[src/rtl/cla_seq_subtractor_if.sv]
// Valid/ready stream bundle for the nibble-serial subtractor: operand request side
// and result response side, plus the busy status flag.
interface cla_seq_subtractor_if #(
    parameter int unsigned WIDTH = 16
);
    logic             in_valid;
    logic             in_ready;
    logic [WIDTH-1:0] a;
    logic [WIDTH-1:0] b;
    logic             bin;
    logic             out_valid;
    logic             out_ready;
    logic [WIDTH-1:0] d;
    logic             bout;
    logic             ovf;
    logic             busy;

    modport master (
        output in_valid, a, b, bin, out_ready,
        input  in_ready, out_valid, d, bout, ovf, busy
    );

    modport slave (
        input  in_valid, a, b, bin, out_ready,
        output in_ready, out_valid, d, bout, ovf, busy
    );
endinterface

[src/rtl/cla_seq_subtractor.sv]
// Multi-cycle subtractor d = a - b - bin, one 4-bit carry-lookahead slice per clock
// computing a + ~b + ~bin, behind a valid/ready stream.
module cla_seq_subtractor #(
    parameter int unsigned WIDTH = 16
) (
    input logic                clk,
    input logic                rst_n,
    cla_seq_subtractor_if.slave bus
);
    localparam int unsigned NIB = WIDTH / 4;
    localparam int unsigned IW  = (NIB > 1) ? $clog2(NIB) : 1;
    localparam logic [IW-1:0] LAST = IW'(NIB - 1);

    localparam logic [1:0] StIdle = 2'd0;
    localparam logic [1:0] StRun  = 2'd1;
    localparam logic [1:0] StDone = 2'd2;

    logic [1:0]       state_q, state_d;
    logic [IW-1:0]    idx_q, idx_d;
    logic [WIDTH-1:0] a_q, a_d;
    logic [WIDTH-1:0] b_q, b_d;
    logic [WIDTH-1:0] d_q, d_d;
    logic             carry_q, carry_d;
    logic             bout_q, bout_d;
    logic             ovf_q, ovf_d;

    logic [3:0] an, nb, g, p, sum;
    logic [4:0] c;

    // Lookahead slice on the nibble selected by idx_q.
    always_comb begin
        an   = a_q[{idx_q, 2'b00} +: 4];
        nb   = ~b_q[{idx_q, 2'b00} +: 4];
        g    = an & nb;
        p    = an ^ nb;
        c[0] = carry_q;
        c[1] = g[0] | (p[0] & c[0]);
        c[2] = g[1] | (p[1] & g[0]) | (p[1] & p[0] & c[0]);
        c[3] = g[2] | (p[2] & g[1]) | (p[2] & p[1] & g[0]) | (p[2] & p[1] & p[0] & c[0]);
        c[4] = g[3] | (p[3] & g[2]) | (p[3] & p[2] & g[1]) | (p[3] & p[2] & p[1] & g[0])
             | (p[3] & p[2] & p[1] & p[0] & c[0]);
        sum  = p ^ c[3:0];
    end

    always_comb begin
        state_d = state_q;
        idx_d   = idx_q;
        a_d     = a_q;
        b_d     = b_q;
        d_d     = d_q;
        carry_d = carry_q;
        bout_d  = bout_q;
        ovf_d   = ovf_q;
        case (state_q)
            StIdle: begin
                if (bus.in_valid) begin
                    a_d     = bus.a;
                    b_d     = bus.b;
                    carry_d = ~bus.bin;
                    idx_d   = '0;
                    state_d = StRun;
                end
            end
            StRun: begin
                d_d[{idx_q, 2'b00} +: 4] = sum;
                carry_d = c[4];
                idx_d   = IW'(idx_q + 1'b1);
                if (idx_q == LAST) begin
                    bout_d  = ~c[4];
                    ovf_d   = c[4] ^ c[3];
                    idx_d   = '0;
                    state_d = StDone;
                end
            end
            StDone: begin
                if (bus.out_ready) state_d = StIdle;
            end
            default: state_d = StIdle;
        endcase
    end

    always_ff @(posedge clk or negedge rst_n) begin
        if (!rst_n) begin
            state_q <= StIdle;
            idx_q   <= '0;
            a_q     <= '0;
            b_q     <= '0;
            d_q     <= '0;
            carry_q <= 1'b0;
            bout_q  <= 1'b0;
            ovf_q   <= 1'b0;
        end else begin
            state_q <= state_d;
            idx_q   <= idx_d;
            a_q     <= a_d;
            b_q     <= b_d;
            d_q     <= d_d;
            carry_q <= carry_d;
            bout_q  <= bout_d;
            ovf_q   <= ovf_d;
        end
    end

    assign bus.in_ready  = (state_q == StIdle);
    assign bus.out_valid = (state_q == StDone);
    assign bus.busy      = (state_q != StIdle);
    assign bus.d         = d_q;
    assign bus.bout      = bout_q;
    assign bus.ovf       = ovf_q;
endmodule

[src/flat_wrapper.sv]
// flat-port wrapper written by rule: the top's interface ports become plain ports
module cla_seq_subtractor_flat 
#(
    parameter int unsigned WIDTH = 16
)
  (clk, rst_n, bus_in_valid, bus_a, bus_b, bus_bin, bus_out_ready, bus_in_ready, bus_out_valid, bus_d, bus_bout, bus_ovf, bus_busy);
  cla_seq_subtractor_if #(.WIDTH(WIDTH)) bus_i ();
  input logic clk;
  input logic rst_n;
  input wire logic [$bits(bus_i.in_valid)-1:0] bus_in_valid;
  input wire logic [$bits(bus_i.a)-1:0] bus_a;
  input wire logic [$bits(bus_i.b)-1:0] bus_b;
  input wire logic [$bits(bus_i.bin)-1:0] bus_bin;
  input wire logic [$bits(bus_i.out_ready)-1:0] bus_out_ready;
  output wire logic [$bits(bus_i.in_ready)-1:0] bus_in_ready;
  output wire logic [$bits(bus_i.out_valid)-1:0] bus_out_valid;
  output wire logic [$bits(bus_i.d)-1:0] bus_d;
  output wire logic [$bits(bus_i.bout)-1:0] bus_bout;
  output wire logic [$bits(bus_i.ovf)-1:0] bus_ovf;
  output wire logic [$bits(bus_i.busy)-1:0] bus_busy;
  assign bus_i.in_valid = bus_in_valid;
  assign bus_i.a = bus_a;
  assign bus_i.b = bus_b;
  assign bus_i.bin = bus_bin;
  assign bus_i.out_ready = bus_out_ready;
  assign bus_in_ready = bus_i.in_ready;
  assign bus_out_valid = bus_i.out_valid;
  assign bus_d = bus_i.d;
  assign bus_bout = bus_i.bout;
  assign bus_ovf = bus_i.ovf;
  assign bus_busy = bus_i.busy;
  cla_seq_subtractor #(.WIDTH(WIDTH)) u_core (.clk(clk), .rst_n(rst_n), .bus(bus_i));
endmodule
[config.mk]
export PLATFORM = sky130hd
export DESIGN_NAME = cla_seq_subtractor_flat
export DESIGN_NICKNAME = d
export VERILOG_FILES = /design/src/rtl/cla_seq_subtractor_if.sv /design/src/rtl/cla_seq_subtractor.sv /design/src/flat_wrapper.sv
export SDC_FILE = /design/constraint.sdc
export NUM_CORES = 1
export LEC_CHECK = 0
export ABC_CLOCK_PERIOD_IN_PS = 2940
export BUFFER_PORTS_ARGS = -buffer_cell sky130_fd_sc_hd__buf_2
export CORE_UTILIZATION = 36
export CTS_CLUSTER_SIZE = 8
export DETAILED_ROUTE_END_ITERATION = 12
export PLACE_DENSITY = 0.53
export SYNTH_ARGS = -nofsm -noshare
export SYNTH_HDL_FRONTEND = slang
export SYNTH_SLANG_ARGS = --single-unit
[constraint.sdc]
create_clock -name clk -period 2.94 [get_ports clk]
set_input_delay 0.588 -clock clk [delete_from_list [all_inputs] [get_ports clk]]
set_output_delay 0.588 -clock clk [all_outputs]
set_load 0.1 [all_outputs]
==> reports/summary.txt <==
Worst Path Required - 3.15 ns
CP max stage cell - dfrtp_1
Num CTS Buffers - 5
crit share post-route - 0.846
Hold Vio Cnt, Final - 0
# port buffers - 57
fraction of registers with async set/reset - 1.00
Worst-Skew Late Latency - 0.31 ns
Synth Register Bits - 55
WL/cell - 13.1 um
Clock Sinks - 55
slowest cell delay on critical path - 0.62 ns
Final Slew Violations - 0
Mapped Area - 2620 um^2
WL met1 - 2.79 mm
nets@finish - 366
Arr. time, crit path - 2.70 ns
Crit. End Element - flop
ratio of cells with drive above 1 in the final layout - 0.278
Max Used Layer - met4
Via density - 4.56
clk_skew - 0.00861 ns
io pins - 58
Post-synth EDFFs - 0
Initial Util - 0.380
Die Y - 87.4 um
number of global-route vias before repair - 1895
GRT overflow - 0
Post-CTS Hold Fix Bufs - 0
Critical Path Start Type - flop
crit path max fanout - 8
sequential area share after synthesis - 0.525
Core Box Area - 6910 um^2
drc violations - 0
worst r2r src - u_core.idx_q[0]
met3 routed WL - 208 um
DP Wirelength - 4.02 mm
Reg area - 1380 um^2
total die area - 7630 um^2
vias post-DR - 1885
CTS Buffer Depth - 2
global-route wire length before repair - 9.48 mm
Tmin final - 2.49 ns
Crit Path Category - flop to flop
DRT antenna net count - 0
Fill cells - 729
Antenna diodes - 0
worst hold path type - input pin to asynchronous set/reset pin
Die X - 87.4 um
Clock Tree Root - clkbuf_8
fmax - 402 MHz
setup bufs post-CTS - 0
met2 wire len - 2.35 mm
outcome - completed
largest net degree at the start of global routing - 42
CTS tree - yes
MaxCap Viol Count - 0
total track usage - 0.163
footprint of the multi-input gates - 1160 um^2
gpl congestion - 0.757
slew at the pin closest to its max-slew limit - 0.917 ns
Worst slew margin - 0.389
Syn Area/Cell - 10.2 um^2
Crit. Startpoint - u_core.idx_q[0]
final setup fails - 0
Warnings, synthesis - 0
synthesis-to-finish area growth - 18.5%
number of antenna violations at the first check in global routing - 0
RSZ-0062 raised after global routing - false
number of distinct library cells after synthesis - 35
sum of negative setup slack - 0 ns
Initial DRC Count - 43
drt first pass iters - 4
Mapped Cells - 257
Worst-path clk slew - 0.10 ns
syn nets - 306
row cnt - 30
post-cts resize count - 0
critical path cell sequence - mux4_2 -> ha_1 -> a211oi_2 -> o21bai_2 -> xor2_2 -> a32o_2
Total Wirelength - 5.42 mm
Top FF cell, synth - dfrtp_1
H-tree depth - 2
cells in the final DEF (no fill, tap or decap), types with 2 or more instances in the layout:
cell type	n
a22o_1	10
buf_2	57
buf_4	6
clkbuf_8	6
dfrtp_1	55
ha_1	11
inv_1	10
mux4_2	8
nand2_1	113
nand3_1	2
nor2_1	3
nor2b_1	3
o21ai_0	4
o31ai_1	4
xnor2_1	2
xor2_1	2
routing by layer:
layer	global-route usage	vias up
li1	-	965
met1	0.233	874
met2	0.249	40
met3	0.0332	6
met4	0.0492	0
met5	0	-
cells in the mapped netlist, types with 2 or more instances:
| cell | n | share of area |
|---|---|---|
| dfrtp_1 | 55 | 0.52 |
| nand2_1 | 113 | 0.16 |
| buf_2 | 5 | 0.0095 |
| o21ai_0 | 4 | 0.0076 |
| mux4_2 | 8 | 0.069 |
| inv_1 | 10 | 0.014 |
| clkbuf_1 | 2 | 0.0029 |
| nor2b_1 | 3 | 0.0072 |
| ha_1 | 11 | 0.052 |
| buf_4 | 3 | 0.0086 |
| nor2_1 | 4 | 0.0057 |
| a22o_1 | 10 | 0.033 |
| nand3_1 | 2 | 0.0038 |
| o31ai_1 | 4 | 0.011 |
| xor2_1 | 2 | 0.0067 |
| xnor2_1 | 2 | 0.0067 |
worst paths after layout:
check                                    to  slack, ns  depth (start not counted)
min in group clk             u_core.a_q[11]       0.46                          3
setup / recovery           u_core.bus.d[15]       0.45                          6
hold reg to reg               u_core.a_q[1]       0.48                          2
hold / removal              u_core.bus.d[1]       0.40                          1
max in group asynchronous    u_core.b_q[10]       1.85                          2
setup reg to reg           u_core.bus.d[15]       0.45                          6
area by class of cell:
type                    instances  share of cell area
flip-flops and latches         55               0.443
inverters                      10              0.0121
well taps                      96              0.0386
clock inverters                 1             0.00161
repair buffers                 63               0.106
multi-input cells             182               0.372
clock buffers                   6              0.0266
critical path: cells and delay by family, from the launching register on:
| family | cells | cell delay [ns] |
|---|---|---|
| XOR/XNOR | 1 | 0.19 |
| flip-flops | 1 | 0.62 |
| AO/OA/AOI/OAI | 3 | 0.63 |
| multiplexers | 1 | 0.60 |
| adder cells (fa/ha/maj) | 1 | 0.34 |
through the flow:
stage / cells / utilization / setup slack [ns] / area (um^2) / hold WS (ns)
floorplan: 257 / - / 0.376 / 2630 / 0.292
global placement: 406 / 0.437 / 0.487 / 3020 / 0.459
detailed placement: 406 / 0.437 / 0.424 / 3020 / 0.462
CTS: 413 / 0.450 / 0.401 / 3110 / 0.448
global route: 413 / 0.450 / 0.278 / 3110 / 0.450
finish: 413 / 0.450 / 0.452 / 3110 / 0.405
flip-flops by register name, indices dropped and copies added, names as in the netlist:
register and cells:
u_core.a_q 16, u_core.b_q 16, u_core.bus.bout 1, u_core.bus.d 16, u_core.bus.ovf 1, u_core.carry_q 1, u_core.idx_q 2, u_core.state_q 2
cells by family after synthesis:
logic type / count (synthesis) / synth area share
and+or+nand+nor: 128 / 0.201
DFF: 55 / 0.525
AOI/OAI and AO/OA: 27 / 0.0825
buffers and inverters: 20 / 0.0353
adders and majority gates: 12 / 0.0601
muxes: 10 / 0.0768
xor gates and xnor gates: 5 / 0.0196
Power is left out: the tool's default activity adds up to more than one toggle a clock period on the data nets, which glitch-free logic cannot reach.
